--- src/rtl/seg_pkg.sv ---
// rtl/seg_pkg.sv - Shared glyph table, FSM states and sizing helper for the segment monitor
package seg_pkg;

    // Index i holds the lit-segment pattern (bit0=a .. bit6=g) of hex digit i.
    localparam logic [15:0][6:0] GLYPHS = {
        7'h71, 7'h79, 7'h5E, 7'h39, 7'h7C, 7'h77, 7'h6F, 7'h7F,
        7'h07, 7'h7D, 7'h6D, 7'h66, 7'h4F, 7'h5B, 7'h06, 7'h3F
    };

    typedef enum logic {
        ST_WAIT  = 1'b0,
        ST_TRACK = 1'b1
    } state_t;

    function automatic int stab_w(input int stable);
        return $clog2(stable + 1);
    endfunction

endpackage

--- src/rtl/seg7_to_hex.sv ---
// rtl/seg7_to_hex.sv - Combinational 7-segment pattern to hex digit decoder
module seg7_to_hex
    import seg_pkg::*;
(
    input  logic [6:0] pat_i,
    output logic       valid_o,
    output logic [3:0] value_o
);

    always_comb begin
        valid_o = 1'b0;
        value_o = 4'd0;
        for (int i = 0; i < 16; i++) begin
            if (pat_i == GLYPHS[i]) begin
                valid_o = 1'b1;
                value_o = 4'(i);
            end
        end
    end

endmodule

--- src/rtl/seg_monitor.sv ---
// rtl/seg_monitor.sv - Glitch-filtering 7-segment receiver with mod-N sequence checker
module seg_monitor
    import seg_pkg::*;
#(
    parameter int MODULO = 5,
    parameter int STABLE = 4
) (
    input  logic       clk,
    input  logic       rst,
    input  logic [6:0] seg,
    output logic [3:0] digit,
    output logic       digit_vld,
    output logic       sym_err,
    output logic       seq_err,
    output logic       locked,
    output logic [7:0] err_cnt
);

    localparam int                STAB_W    = stab_w(STABLE);
    localparam logic [STAB_W-1:0] STAB_MAX  = STAB_W'(STABLE);
    localparam logic [STAB_W-1:0] STAB_LAST = STAB_W'(STABLE - 1);
    localparam logic [4:0]        MOD5      = 5'(MODULO);

    logic [6:0]        seg_q, cand_q, last_pat_q;
    logic [STAB_W-1:0] stab_q;
    state_t            state_q;
    logic [3:0]        digit_q;
    logic              digit_vld_q, sym_err_q, seq_err_q;
    logic [7:0]        err_cnt_q;

    logic       dec_valid;
    logic [3:0] dec_value;
    logic       accept;
    logic       out_of_range;
    logic [4:0] exp_next;
    logic       in_seq;
    logic       err_evt;

    seg7_to_hex u_dec (
        .pat_i   (cand_q),
        .valid_o (dec_valid),
        .value_o (dec_value)
    );

    // A held pattern is accepted once, on the last filter cycle, and only if it differs from the previous one.
    assign accept       = (seg_q == cand_q) && (stab_q == STAB_LAST) && (cand_q != last_pat_q);
    assign out_of_range = {1'b0, dec_value} >= MOD5;
    assign exp_next     = 5'(({1'b0, digit_q} + 5'd1) % MOD5);
    assign in_seq       = {1'b0, dec_value} == exp_next;
    assign err_evt      = accept && (!dec_valid || out_of_range ||
                                     ((state_q == ST_TRACK) && !in_seq));

    always_ff @(posedge clk) begin
        if (rst) begin
            seg_q       <= 7'h00;
            cand_q      <= 7'h00;
            stab_q      <= '0;
            last_pat_q  <= 7'h00;
            state_q     <= ST_WAIT;
            digit_q     <= 4'd0;
            digit_vld_q <= 1'b0;
            sym_err_q   <= 1'b0;
            seq_err_q   <= 1'b0;
            err_cnt_q   <= 8'd0;
        end else begin
            seg_q       <= seg;
            digit_vld_q <= 1'b0;
            sym_err_q   <= 1'b0;
            seq_err_q   <= 1'b0;

            if (seg_q != cand_q) begin
                cand_q <= seg_q;
                stab_q <= '0;
            end else if (stab_q < STAB_MAX) begin
                stab_q <= stab_q + 1'b1;
            end

            if (accept) begin
                last_pat_q <= cand_q;
                if (!dec_valid) begin
                    sym_err_q <= 1'b1;
                    state_q   <= ST_WAIT;
                end else if (out_of_range) begin
                    seq_err_q <= 1'b1;
                    digit_q   <= dec_value;
                    state_q   <= ST_WAIT;
                end else if (state_q == ST_WAIT) begin
                    digit_vld_q <= 1'b1;
                    digit_q     <= dec_value;
                    state_q     <= ST_TRACK;
                end else begin
                    // Out-of-sequence digits still resync the tracker.
                    digit_vld_q <= 1'b1;
                    digit_q     <= dec_value;
                    seq_err_q   <= !in_seq;
                end
            end

            if (err_evt && (err_cnt_q != 8'hFF)) begin
                err_cnt_q <= err_cnt_q + 8'd1;
            end
        end
    end

    assign digit     = digit_q;
    assign digit_vld = digit_vld_q;
    assign sym_err   = sym_err_q;
    assign seq_err   = seq_err_q;
    assign locked    = (state_q == ST_TRACK);
    assign err_cnt   = err_cnt_q;

endmodule

--- config.mk ---
export PLATFORM = sky130hd
export DESIGN_NAME = seg_monitor
export DESIGN_NICKNAME = d
export VERILOG_FILES = /design/src/rtl/seg_pkg.sv /design/src/rtl/seg7_to_hex.sv /design/src/rtl/seg_monitor.sv
export SDC_FILE = /design/constraint.sdc
export NUM_CORES = 1
export LEC_CHECK = 0
export ABC_AREA = 1
export CORE_MARGIN = 4
export CORE_UTILIZATION = 60
export CTS_CLUSTER_DIAMETER = 120
export DETAILED_ROUTE_END_ITERATION = 7
export GPL_TIMING_DRIVEN = 0
export PLACE_DENSITY = 0.84
export SKIP_LAST_GASP = 1
export SYNTH_ARGS = -nofsm -noshare
export SYNTH_HDL_FRONTEND = slang
export SYNTH_HIERARCHICAL = 1
export SYNTH_SLANG_ARGS = --single-unit
export TNS_END_PERCENT = 1
--- constraint.sdc ---
create_clock -name clk -period 4.65 [get_ports clk]
set_input_delay 0.6975 -clock clk [delete_from_list [all_inputs] [get_ports clk]]
set_output_delay 0.6975 -clock clk [all_outputs]
set_load 0.01 [all_outputs]
Word level (Yosys, flattened, before mapping):

Cells that the tools add are included.

* bitwise operators: 2
* multipliers: 0
* multiplexer cells: 36
* shift operators: 0
* magnitude comparators: 2
* equal/unequal tests: 22
* add/subtract/negate cells: 3
* reductions and logical operators: 13
* div/mod/pow operators: 1

Operators by type and width (number)
* $eq A7 B7 Y1 const B: 12
* $mux W4: 8
* $mux W1: 22
* $eq A7 B3 Y1 const B: 2
* $eq A7 B6 Y1 const B: 2
* $ne A7 B7 Y1: 2
* $mux W3: 4
* $add A8 B1 Y8 const B: 1
* $ne A8 B8 Y1 const B: 1
* $eq A7 B7 Y1: 1
* $add A4 B1 Y5 const B: 1
* $eq A4 B5 Y1: 1
* $logic_and A1 B1 Y1: 5
* $mod A5 B3 Y5 const B: 1
* $ge A4 B3 Y1 const B: 1
* $mux W2: 2
* $reduce_or A2 Y1: 2
* $add A3 B1 Y3 const B: 1
* $eq A3 B2 Y1 const B: 1
* $lt A3 B3 Y1 const B: 1
* $reduce_or A3 Y1: 1
* $logic_not A1 Y1: 2
* $logic_or A1 B1 Y1: 2
* $not A1 Y1: 2
* $reduce_and A2 Y1: 1

* output and inout bits: 16
* word-level logic and storage cells: 89
* bits in read-only memories: 0
* memory bits (writable): 0
* latch bits: 0
* memories kept: 0
* bits in registers: 40
* input port bits: 9

Depth between registers and ports, before layout:

* depth in word-level cells: 22
* depth in mapped cells: 21
* gate-level depth less buffers: 21

By module:

Netlist, hierarchy kept.

Modules (own cells, without submodules)
* seg_monitor: cells an instance 273, seq. area each 800.8 sq um, area an instance 2104.5 sq um, instances 1
* seg7_to_hex: cells an instance 62, seq. area each 0.0 sq um, area an instance 285.3 sq um, instances 1

Least setup slack after synthesis:

OpenSTA, ideal clock, no wires.

* kind: register to register
* from: reg digit_q[1], in the netlist digit[1]
* to: reg err_cnt_q[3], in the netlist err_cnt[3]
* clock period less this slack: 2.545 ns
* cell stages (with the launch flop): 18
* arrival time: 2.476 ns
* buffers on the path: 0
* data required time: 4.581 ns
* setup slack: 2.105 ns
* setup time: 0.069 ns
* path through: dfxtp_1 -> ha_1 -> nand2_1 -> nand2_2 -> nand3_2 -> nand2_2 -> nand4_1 -> and2_1 -> ha_1 -> o211ai_1 -> nand2_1 -> inv_1 -> nand3_2 -> o21bai_2 -> nand2_4 -> nand2_8 -> nand2_2 -> a21oi_2

* word-level cells in the longest chain between the ends: 8

Ends and longest elaborated chain
* start: declaration: line seg_monitor.sv:27 `logic [3:0] digit_q;`
* start signal: assignment: line seg_monitor.sv:85 `digit_q <= dec_value;`
* start signal: assignment: line seg_monitor.sv:89 `digit_q <= dec_value;`
* start signal: assignment: line seg_monitor.sv:94 `digit_q <= dec_value;`
* $add A4 B1 Y5: line seg_monitor.sv:48 `assign exp_next = 5'(({1'b0, digit_q} + 5'd1) % MOD5);`
* $mod A5 B3 Y5: line seg_monitor.sv:48
* $eq A4 B5 Y1: line seg_monitor.sv:49 `assign in_seq = {1'b0, dec_value} == exp_next;`
* $logic_not A1 Y1: line seg_monitor.sv:51 `((state_q == ST_TRACK) && !in_seq));`
* $logic_and A1 B1 Y1: line seg_monitor.sv:51
* $logic_or A1 B1 Y1: line seg_monitor.sv:50 `assign err_evt = accept && (!dec_valid || out_of_range ||`
* $logic_and A1 B1 Y1: line seg_monitor.sv:50
* $logic_and A1 B1 Y1: line seg_monitor.sv:99 `if (err_evt && (err_cnt_q != 8'hFF)) begin`
* end signal: assignment: line seg_monitor.sv:100 `err_cnt_q <= err_cnt_q + 8'd1;`
* end: declaration: line seg_monitor.sv:29 `logic [7:0] err_cnt_q;`

Every way passes these cells.
A chain may end at the register's enable or synchronous reset.

Worst setup path after layout:

* from: reg digit_q[1], in the netlist digit[1]
* to: reg err_cnt_q[7], in the netlist err_cnt[7]

Same word-level chain as after synthesis.

==> run metrics <==
Final Instance Area=about 2800 um2; Final nets=380; RSZ-0062 raised after global routing=no; post-route ant nets=0; Leak=around 1.2 nW; Hold Buf Count CTS=0; global-route wire length before repair=approximately 8600 um; post-layout minimum cycle time=2.85 ns; Worst slew margin=0.614; Worst-Margin Slew=~0.58 ns; Final Cycle Share=0.613; final wirelength=4860 um; clk buf depth=2; DIE HEIGHT=71.1 um; clk_lat worst skew=0.29 ns; Crit Path Max Fanout=9; placed cell areas=roughly 2700 um2; status=finished clean; setup tns final=0 ns; Final Max Slew Viols=0; Die W=71.1 um; layout cell share with drive strength beyond 1=0.145; sequential share of the synthesized area=0.335; GP Congestion=0.883; initial antenna violation count=0; Synth Instances=between 300 and 400; die area=5060 um2; Antenna Cells=0; Core Util, Final=0.746; syn_nets=350; Initial DRC Count=around 120; Wirelength per Cell=11.7 um; Slowest Stage Delay on Critical Path=0.49 ns; drt pass-1 iters=4; vias in the first global route=between 1500 and 2000; Worst Path Required=approximately 5 ns; cell taking the most area after synthesis=dfxtp_1; H-Tree Depth=2; crit path cell chain=ha_1 -> nand2_1 -> nand2_2 -> nand3_2 -> nand2_2 -> nand4_1 -> and2_1 -> ha_1 -> o211ai_1 -> nand2_1 -> inv_1 -> nand3_2 -> o21bai_2 -> nand2_4 -> nand2_8 -> nand2_2 -> a21oi_2; Starting Density=0.638; Fillers=~300; footprint of the multi-input gates=~1400 um2; post-synth cell types=31; largest net degree at the start of global routing=14; setup ws final=1.80 ns; CTS root buf=clkbuf_8; Cell Area, Synth=approximately 2400 um2; IO Port Bufs=23; Post-synth EDFFs=0; #FFs+latches synth=40; Worst setup SP type=flop; worst vdd ir=roughly 280 uV; Sink Count=40; CP delay by family, top=simple AND/OR/NAND/NOR gates; CP dominant cell by count=nand2_2; Avg Inst Size Synth=between 7 and 8 um2; synth top area cells=dfxtp_1, nand2_1, inv_1; Resized Gates After CTS=0; Core Box Area=3740 um2; setup repair bufs after CTS=0; final setup fails=0; number of max-cap violations=0; CTS buffer count=5; Synth async-reset ratio=0; GRT Util Overall=0.204; arrival time worst endpoint=3.07 ns; Pwr per Cell Area=approximately 240 nW/um2; Final Hold Fails=0; DRC=0; Register Area=between 800 and 900 um2; Worst-path clk slew=about 0.080 ns; f_max=0.351 GHz; slowest CP cell=dfxtp_1; Critical Path Sink Type=flop; total grt overflow=0; crit path kind=flop to flop; Rows=22; io pins=25; DR vias=approximately 2100; Synth Flop Type=dfxtp_1; crit path buf inv count=1; vias per cell=between 5 and 6; top-area cell type share of the netlist area=0.335; Layout Skew=between 0.004 and 0.005 ns; P&R area growth vs syn=16.8%; Worst Hold Class=flop to flop; CTS tree=done; yosys warns=6; Final Non-Filler Cells=about 410; pre-CTS setup slack=1.84 ns; placed insts=just over 400; Final HPWL DP=about 3700 um
==> stage by stage <==
stage | hold WS (ns) | power, mW
2_1_floorplan | 0.415 | 0.387
3_3_place_gp | 0.420 | 0.398
3_5_place_dp | 0.427 | 0.400
4_1_cts | 0.437 | 0.673
5_1_grt | 0.453 | 0.697
6_report | 0.438 | 0.669
==> synth_stat cells (all sizes together), types with 5 or more instances <==
cell / count
nand2: 70
nor2: 53
inv: 50
dfxtp: 40
nand3: 32
a21oi: 17
xor2: 15
nand4: 12
o21ai: 12
xnor2: 7
ha: 6
clkbuf: 5
==> report_power, final <==
group	internal, mW	switching (mW)
combinational	0.0166	0.0186
sequential	0.348	0.00810
clock	0.159	0.119
total	0.524	0.146
==> registers in the layout, summed over array words and instances (netlist names) <==
| register | count |
|---|---|
| err_cnt | 8 |
| digit_vld | 1 |
| digit | 4 |
| seq_err | 1 |
| locked | 1 |
| seg_q | 7 |
| last_pat_q | 7 |
| cand_q | 7 |
| stab_q | 3 |
| sym_err | 1 |
==> cell usage in the layout (no fill, tap or decap) <==
master / instances
a21oi_2: 9
clkbuf_1: 5
o21bai_2: 1
nor2_2: 5
buf_6: 2
nand3_1: 28
nor4b_1: 1
nand2_8: 1
nand2_4: 3
nand3_2: 4
nor3_1: 4
inv_2: 2
a21oi_1: 8
nor2_1: 47
ha_1: 6
inv_1: 48
bufinv_16: 1
dfxtp_1: 40
xor2_1: 15
clkinvlp_4: 1
clkdlybuf4s50_1: 23
clkbuf_8: 5
o31ai_1: 2
o211ai_1: 1
o21bai_1: 1
or2_2: 1
nor4_1: 1
nor2_4: 1
o21ai_0: 12
nand2_2: 16
o32ai_1: 1
nand2_1: 50
and2_1: 1
clkinv_2: 1
xnor2_1: 7
nand4_1: 12
==> kinds of logic (layout without fill, tap and decap cells) <==
logic type,count (synthesis),count (layout),share of synthesized area
fa+ha+maj,6,6,0.0314
xor+xnor,22,22,0.0806
simple gates,175,175,0.361
buf+inv,57,88,0.0958
compound gates,35,35,0.0958
flops,40,40,0.335
==> per-layer routing <==
layer	track usage	share of wire	wire length [um]
met1	0.248	0.45	2200
met2	0.367	0.50	2450
met3	0.0369	0.029	140
met4	0.0585	0.013	65
met5	0	0	0
==> layout make-up <==
type	count	share of cell area
sequential	40	0.287
clock buffer	5	0.0247
timing repair buffer	23	0.0825
inverter	50	0.0672
tap	48	0.0215
clock inverter	3	0.0152
buffer	7	0.0148
multi-input combinational	238	0.487
==> worst paths after layout <==
kind            start    endpoint  slack, ns  depth (start not counted)
min          seg_q[2]   cand_q[2]       0.44                          2
max          digit[1]  err_cnt[7]       1.80                         17
min reg2reg  seg_q[2]   cand_q[2]       0.44                          2
max reg2reg  digit[1]  err_cnt[7]       1.80                         17
==> worst min-delay path, delay by kind of cell (launching register included) <==
kind,cells,cell delay [ns]
buffers and inverters,1,0.05
DFF,1,0.32
and+or+nand+nor,1,0.03
(Power assumes the default switching activity.)
